$ cat src/rtl/udp_rx_port_demux.sv
// udp_rx_port_demux: strips the UDP header from a received datagram and steers its payload to one of N_CH channels by destination port.
// Optional feature: define UDP_RX_CSUM_EN to add ones-complement checksum verification (flagged on m_tuser with m_tlast).
// Ports:
//   clk, reset            clock, synchronous active-high reset
//   s_tdata/s_tvalid/s_tlast/s_tready   input byte stream, header first
//   m_tdata/m_tvalid/m_tlast/m_tuser    payload stream, one-hot valid per channel, m_tuser = error with m_tlast
//   m_tready              per-channel ready
//   src_port/dst_port/pay_len   header fields of the last completed header
//   drop_cnt/runt_cnt     saturating counts of discarded and truncated datagrams
module udp_rx_port_demux #(
    parameter int          N_CH      = 4,
    parameter logic [15:0] PORT_BASE = 16'd5000,
    parameter int          LEN_W     = 16
) (
    input  logic            clk,
    input  logic            reset,
    input  logic [7:0]      s_tdata,
    input  logic            s_tvalid,
    input  logic            s_tlast,
    output logic            s_tready,
    output logic [7:0]      m_tdata,
    output logic [N_CH-1:0] m_tvalid,
    output logic            m_tlast,
    output logic            m_tuser,
    input  logic [N_CH-1:0] m_tready,
    output logic [15:0]     src_port,
    output logic [15:0]     dst_port,
    output logic [15:0]     pay_len,
    output logic [15:0]     drop_cnt,
    output logic [15:0]     runt_cnt
);
    localparam int CH_W = N_CH > 1 ? $clog2(N_CH) : 1;
    typedef enum logic [1:0] {HDR, PAY, TRIM, DROP} state_t;
    state_t           state;
    logic [2:0]       hdr_idx;
    logic [47:0]      hdr_sr;
    logic [LEN_W-1:0] pay_cnt, last_idx;
    logic [CH_W-1:0]  ch, out_ch;
    logic             out_valid, acc, is_last_pay, hdr_ok, csum_err;
    logic [15:0]      dst_in, len_in;
    logic [16:0]      off;
    function automatic logic [15:0] sat_inc(input logic [15:0] c);
        return c + {15'd0, c != 16'hFFFF};
    endfunction
    // Stall only on the channel whose byte is still waiting in the output register.
    assign s_tready    = reset ? 1'b0 : state == PAY ? (!out_valid || m_tready[out_ch]) : 1'b1;
    assign acc         = s_tvalid && s_tready;
    // At header byte 7 the shift register holds bytes 0..5: src, dst, length.
    assign dst_in      = hdr_sr[31:16];
    assign len_in      = hdr_sr[15:0];
    assign off         = {1'b0, dst_in} - {1'b0, PORT_BASE};
    assign hdr_ok      = len_in >= 16'd9 && !off[16] && off < 17'(N_CH);
    assign is_last_pay = pay_cnt == last_idx;
    always_comb begin
        m_tvalid = '0;
        for (int i = 0; i < N_CH; i++) m_tvalid[i] = out_valid && out_ch == CH_W'(i);
    end
`ifdef UDP_RX_CSUM_EN
    logic [15:0] csum_acc, csum_word, csum_next;
    logic [7:0]  ck_hi;
    logic        ck_nz;
    function automatic logic [15:0] oc_add(input logic [15:0] a, input logic [15:0] b);
        logic [16:0] s;
        s = {1'b0, a} + {1'b0, b};
        return s[15:0] + {15'd0, s[16]};
    endfunction
    // Even byte positions are the high half of a 16-bit word; payload starts at an even offset.
    assign csum_word = (state == HDR ? hdr_idx[0] : pay_cnt[0]) ? {8'h00, s_tdata} : {s_tdata, 8'h00};
    assign csum_next = oc_add(state == HDR && hdr_idx == 3'd0 ? 16'h0000 : csum_acc, csum_word);
    assign csum_err  = is_last_pay && ck_nz && csum_next != 16'hFFFF;
    always_ff @(posedge clk) begin
        if (reset) begin
            csum_acc <= '0;
            ck_hi    <= '0;
            ck_nz    <= 1'b0;
        end else if (acc && (state == HDR || state == PAY)) begin
            csum_acc <= csum_next;
            if (state == HDR && hdr_idx == 3'd6) ck_hi <= s_tdata;
            if (state == HDR && hdr_idx == 3'd7) ck_nz <= {ck_hi, s_tdata} != 16'h0000;
        end
    end
`else
    assign csum_err = 1'b0;
`endif
    always_ff @(posedge clk) begin
        if (reset) begin
            state     <= HDR;
            hdr_idx   <= '0;
            hdr_sr    <= '0;
            pay_cnt   <= '0;
            last_idx  <= '0;
            ch        <= '0;
            out_ch    <= '0;
            out_valid <= 1'b0;
            m_tdata   <= '0;
            m_tlast   <= 1'b0;
            m_tuser   <= 1'b0;
            src_port  <= '0;
            dst_port  <= '0;
            pay_len   <= '0;
            drop_cnt  <= '0;
            runt_cnt  <= '0;
        end else begin
            if (out_valid && m_tready[out_ch]) out_valid <= 1'b0;
            if (acc) begin
                case (state)
                    HDR: begin
                        if (s_tlast) begin
                            hdr_idx  <= '0;
                            runt_cnt <= sat_inc(runt_cnt);
                        end else if (hdr_idx == 3'd7) begin
                            hdr_idx  <= '0;
                            src_port <= hdr_sr[47:32];
                            dst_port <= dst_in;
                            pay_len  <= len_in - 16'd8;
                            last_idx <= LEN_W'(len_in - 16'd9);
                            ch       <= CH_W'(off);
                            pay_cnt  <= '0;
                            state    <= hdr_ok ? PAY : DROP;
                            if (!hdr_ok) drop_cnt <= sat_inc(drop_cnt);
                        end else begin
                            hdr_idx <= hdr_idx + 3'd1;
                            if (hdr_idx < 3'd6) hdr_sr <= {hdr_sr[39:0], s_tdata};
                        end
                    end
                    PAY: begin
                        out_valid <= 1'b1;
                        out_ch    <= ch;
                        m_tdata   <= s_tdata;
                        m_tlast   <= is_last_pay || s_tlast;
                        m_tuser   <= (s_tlast && !is_last_pay) || csum_err;
                        pay_cnt   <= pay_cnt + LEN_W'(1);
                        if (s_tlast && !is_last_pay) runt_cnt <= sat_inc(runt_cnt);
                        state <= s_tlast ? HDR : is_last_pay ? TRIM : PAY;
                    end
                    default: if (s_tlast) state <= HDR;
                endcase
            end
        end
    end
endmodule
$ cat config.mk
export PLATFORM = sky130hd
export DESIGN_NAME = udp_rx_port_demux
export DESIGN_NICKNAME = d
export VERILOG_FILES = /design/src/rtl/udp_rx_port_demux.sv
export SDC_FILE = /design/constraint.sdc
export NUM_CORES = 1
export LEC_CHECK = 0
export CORE_ASPECT_RATIO = 0.5
export CORE_MARGIN = 2
export CORE_UTILIZATION = 54
export CTS_CLUSTER_DIAMETER = 150
export DETAILED_ROUTE_END_ITERATION = 6
export GPL_ROUTABILITY_DRIVEN = 1
export PLACE_DENSITY = 0.79
export RECOVER_POWER = 100
export SYNTH_ARGS = -nofsm -noshare
export SYNTH_HDL_FRONTEND = slang
export SYNTH_SLANG_ARGS = --single-unit
$ cat constraint.sdc
create_clock -name clk -period 2.73 [get_ports clk]
set_clock_uncertainty 0.05 [all_clocks]
set_input_delay 0.6825 -clock clk [delete_from_list [all_inputs] [get_ports clk]]
set_output_delay 0.6825 -clock clk [all_outputs]
set_load 0.005 [all_outputs]
# Word-level counts from Yosys, hierarchy flattened
# Cells that the tools add are included.
# classes
n_addsub	7
n_mul	0
div_mod_pow	0
n_lt_le_gt_ge	4
n_eq_ne	12
shifts	0
n_mux	22
bitwise	3
reduce_logical	26
# ops
cell	n
$mux 16	4
$pmux 16 s2	2
$add 16x1->16	2
$ne 16x16->1 const B	2
$sub 16x4->16 const B	2
$lt 17x3->1 const B	1
$sub 16x13->17 const B	1
$add 16x1->16 const B	1
$eq 16x16->1	1
$ge 16x4->1 const B	1
$reduce_and 4->1	4
$mux 2	6
$reduce_and 5->1	2
$logic_and 1x1->1	9
$mux 1	6
$mux 3	2
$ne 2x2->1 const B	3
$eq 2x1->1 const B	2
$eq 2x2->1 const B	2
$logic_not 2->1	2
$pmux 2 s2	1
$reduce_and 2->1	2
$add 3x1->3 const B	1
$eq 3x3->1 const B	1
9 further kinds	14
# totals
ff_bits	180
latch_bits	0
mem_bits_rw	0
rom_bits	0
input_bits	16
output_inout_bits	95
memories	0

# Logic depth before layout (Yosys ltp)
# logic_depth
word_depth	8
mapped_depth	12
ltp_nobuf	12

# Worst setup path before layout
# OpenSTA, ideal clock, no wires.
# synth_path
path_kind	input to register
start	in reset
end	reg hdr_sr[27]
setup_time_ns	0.070
t_arrival_ns	2.468
slack_ns	0.142
path_stages	9
cell_sequence	clkbuf_1 > nor3b_1 > nor2b_1 > nand2_1 > a21oi_1 > clkbuf_1 > clkbuf_1 > nand2_1 > a21oi_1
# synth_between
elab_chain_len	3
# synth_lines
element	line	source
start, declared	16	input logic reset,
$mux 1	46	assign s_tready = reset ? 1'b0 : state == PAY ? (!out_valid || m_tready[out_ch]) : 1'b1;
$logic_and 1x1->1	47	assign acc = s_tvalid && s_tready;
$reduce_and 5->1 (no line)	n/a	
end signal, assigned	123	if (hdr_idx < 3'd6) hdr_sr <= {hdr_sr[39:0], s_tdata};
end, declared	36	logic [47:0] hdr_sr;
# Parallel ways exist; a longest one is shown, timed or not.
# A chain may end at the register's enable or synchronous reset.

# Worst setup path after layout
# layout_path
start	in s_tvalid
end	reg pay_cnt[13]
# layout_between
elab_chain_len	2
# layout_lines
element	line	source
start, declared	18	input logic s_tvalid,
$logic_and 1x1->1	47	
$reduce_and 4->1 (no line)	n/a	
end signal, assigned	132	pay_cnt <= pay_cnt + LEN_W'(1);
end, declared	37	logic [LEN_W-1:0] pay_cnt, last_idx;
# Every way passes these cells.

==> metrics.txt <==
outcome complete, no violations; slew at the pin closest to its max-slew limit 0.888 ns; relative area change from synthesis to final layout 25.7%; largest buffer count on any clock path 2; Die Outline Area 15100 um^2; WL/cell 14.4 um; Hold Slack 0.401 ns; Core Area 13600 um^2; drt first pass iters 6; worst slack, placed -0.374 ns; setup repair after global routing missed its margin false; Final Cell Area 9540 um^2; area occupied by multi-input gates 3730 um^2; sequential element share of the synthesized area 0.470; hold buffers post-CTS 0; Overflow after GRT 0; total number of H-tree levels 4; clock tree from TritonCTS built; Synth top area share 0.470; initial antenna violation count 0; switching pwr about 1.4 mW; clock net sink count 178; total standard cell area after synthesis 7590 um^2; nature of the critical path endpoint flip-flop; number of max-slew violations in the final report 0; register area approximately 3600 um^2; sequential share of power 0.489; required time reported for the critical path endpoint ~3 ns; RePlAce Congestion around 0.89; r2r setup slk 0.17 ns; final standard cell count with taps included and fillers excluded 1238; starting density of the core 0.557; number of routed nets with antenna violations 0; total chip power 5.34 mW; final setup violating endpoints 0; endpoint of the lowest-slack register-to-register path runt_cnt[14]$_SDFFE_PP0P_; Max Clock Freq 385 MHz; clock transition at the registers of the reported paths 0.08 ns; per-cell via count in the routed design 5.49; internal power summed over all cells 3.95 mW; most frequent cells in the layout sky130_fd_sc_hd__nand2_1 (222), sky130_fd_sc_hd__dfxtp_1 (178), sky130_fd_sc_hd__a21oi_1 (118), sky130_fd_sc_hd__dlygate4sd3_1 (94), sky130_fd_sc_hd__nor2_1 (77); clock period minus final worst setup slack ~2.6 ns; fill count ~1100; LEAKAGE 3.66 nW; most common cell after layout, fill and taps aside sky130_fd_sc_hd__nand2_1; critical path launch point type primary input; largest fanout on the critical path 6; number of ports placed on the die boundary 111; fraction of final layout cells sized beyond drive strength 1 0.0679; total of warnings raised by yosys 0; number of maximum-capacitance violations 0; via count of the first global-routing pass 6164; instance count of the mapped netlist 937; DRC viols 0; All-Layer GR Usage 0.243; Sw Share 0.259; CTS Root Buffer Type sky130_fd_sc_hd__clkbuf_16; ys async rst share 0; power density of the placed cells 559 nW/um^2; area leader, netlist sky130_fd_sc_hd__dfxtp_1; number of flip-flops and latches in the synthesized netlist ~180; start point of the critical path s_tvalid; classification of the worst setup path in2reg; number of flops mapped to enable cells by yosys 0; total cell area at the placement stage 9010 um^2; source of the worst hold timing path src_port[11]$_SDFFE_PP0P_; number of DRC markers in iteration 0 479; Main synth FF type sky130_fd_sc_hd__dfxtp_1; Clk Latency, worst-skew pair 0.43 ns; data arrival time at the worst-slack endpoint 2.91 ns; combinational cell fraction of total power 0.044; count of buffers from port buffering 110; depth of the worst hold-timing path 2; worst setup slack after layout 0.131 ns; main area contributors after synthesis sky130_fd_sc_hd__dfxtp_1 (47%), sky130_fd_sc_hd__nand2_1 (11%), sky130_fd_sc_hd__a21oi_1 (7.8%); worst reg2reg path depth 10; Max-Slew Margin vs Limit 0.408; Hold Crit Endpoint src_port[11]$_SDFFE_PP0P_; Total Wirelength 17900 um; count of unique library cells instantiated by Yosys 50; post-DP HPWL ~12000 um; Post-Syn Nets about 960; portion of total power attributed to the clock network 0.467; Cell Rows 30; Final nets 1060; via total after detailed routing 6796; post-route fraction of the period consumed by the critical path 0.952; final hold violation count 0; peak ir drop on the vdd network 363 uV; average instance area after synthesis 8.10 um^2; die height 87.8 um; die width 172 um; maximum number of pins on one net before global-route repair slightly above 90; Reg-to-Reg Start runt_cnt[11]$_SDFFE_PP0P_; total clock buffers created by CTS 17; wire length of the first global-routing pass 29400 um; count of antenna diodes in the layout 0; worst min-delay path category reg2reg; Post-Place Cells 1206
==> per-stage QoR <==
step                 util  TNS [ns]
floorplan               -         0
global placement    0.662     -5.33
detailed placement  0.662    -16.66
CTS                 0.708         0
global route        0.700         0
finish              0.700         0
==> logic make-up after synthesis <==
| kind of cell | synth area share |
|---|---|
| fa+ha+maj | 0.0181 |
| buf+inv | 0.0402 |
| xor+xnor | 0.0739 |
| simple gates | 0.250 |
| mux | 0.0125 |
| flops | 0.470 |
| compound gates | 0.135 |
==> flip-flops by register name, summed over array words and instances (netlist names), 2 cells and up <==
signal    count
pay_cnt      16
dst_port     16
hdr_idx       3
last_idx     16
state         2
runt_cnt     16
out_ch        2
hdr_sr       48
drop_cnt     16
src_port     16
pay_len      16
m_tdata       8
==> power by group through the flow <==
stage                     Sequential (mW)  Combinational, mW  Clock [mW]
final                                2.61              0.233        2.49
after global routing                 2.61              0.254        2.65
after CTS                            2.61              0.240        2.52
after detailed placement             2.67              0.237           0
after global placement               2.67              0.234           0
after floorplan                      2.67              0.162           0
==> worst max-delay path by stage <==
stage	cells past startpoint	endpoint
after global routing	11	runt_cnt[14]$_SDFFE_PP0P_
after CTS	5	s_tready
final	6	pay_cnt[13]$_SDFFE_PP0P_
after floorplan	9	hdr_sr[27]$_SDFFE_PP0P_
after global placement	5	s_tready
after detailed placement	5	s_tready
==> metal layers <==
| metal | wire [um] | track usage | vias to the layer above |
|---|---|---|---|
| li1 | - | - | 3375 |
| met4 | 203 | 0.0778 | 0 |
| met1 | 8360 | 0.320 | 3203 |
| met2 | 8440 | 0.405 | 196 |
| met5 | 0 | 0 | - |
| met3 | 849 | 0.0479 | 22 |
==> worst max-delay path, cell delays in order <==
cell and delay (ns):
sky130_fd_sc_hd__clkdlybuf4s50_1 0.48, sky130_fd_sc_hd__nor3b_1 0.32, sky130_fd_sc_hd__o21ai_0 0.23, sky130_fd_sc_hd__or4_1 0.67, sky130_fd_sc_hd__or3_1 0.39, sky130_fd_sc_hd__a21oi_1 0.14
==> final cells by class <==
cell class,count,share of cell area
Clock buffer,17,0.0446
Clock inverter,15,0.0211
Inverter,12,0.00472
Multi-Input combinational cell,683,0.391
Sequential cell,178,0.374
Tap cell,192,0.0252
Timing Repair Buffer,141,0.140
==> synth_stat cells, types with 4 or more instances <==
library cell and number:
sky130_fd_sc_hd__dfxtp_1 178, sky130_fd_sc_hd__ha_1 11, sky130_fd_sc_hd__nand2b_1 7, sky130_fd_sc_hd__nand2_1 223, sky130_fd_sc_hd__o31ai_1 5, sky130_fd_sc_hd__buf_2 4
sky130_fd_sc_hd__a21oi_1 119, sky130_fd_sc_hd__nor3b_1 4, sky130_fd_sc_hd__nand3_1 16, sky130_fd_sc_hd__clkbuf_1 56, sky130_fd_sc_hd__o21ai_0 11, sky130_fd_sc_hd__nor4_1 19
sky130_fd_sc_hd__o21ai_1 4, sky130_fd_sc_hd__mux2i_1 5, sky130_fd_sc_hd__nand4_1 11, sky130_fd_sc_hd__and3_1 7, sky130_fd_sc_hd__nor2_1 78, sky130_fd_sc_hd__a211oi_1 24
sky130_fd_sc_hd__xnor2_1 36, sky130_fd_sc_hd__nor2b_1 7, sky130_fd_sc_hd__inv_1 12, sky130_fd_sc_hd__or3_1 13, sky130_fd_sc_hd__nor3_1 14, sky130_fd_sc_hd__xor2_1 28
sky130_fd_sc_hd__or4_1 6
==> what timing repair did <==
| action | CTS | global route |
|---|---|---|
| endpoints found under the setup margin | 1 | 3 |
| resized for setup | 6 | 4 |
| setup buffers | 0 | 0 |
| pin swaps | 2 | 2 |
No activity file was read; power rests on OpenSTA's default activity.
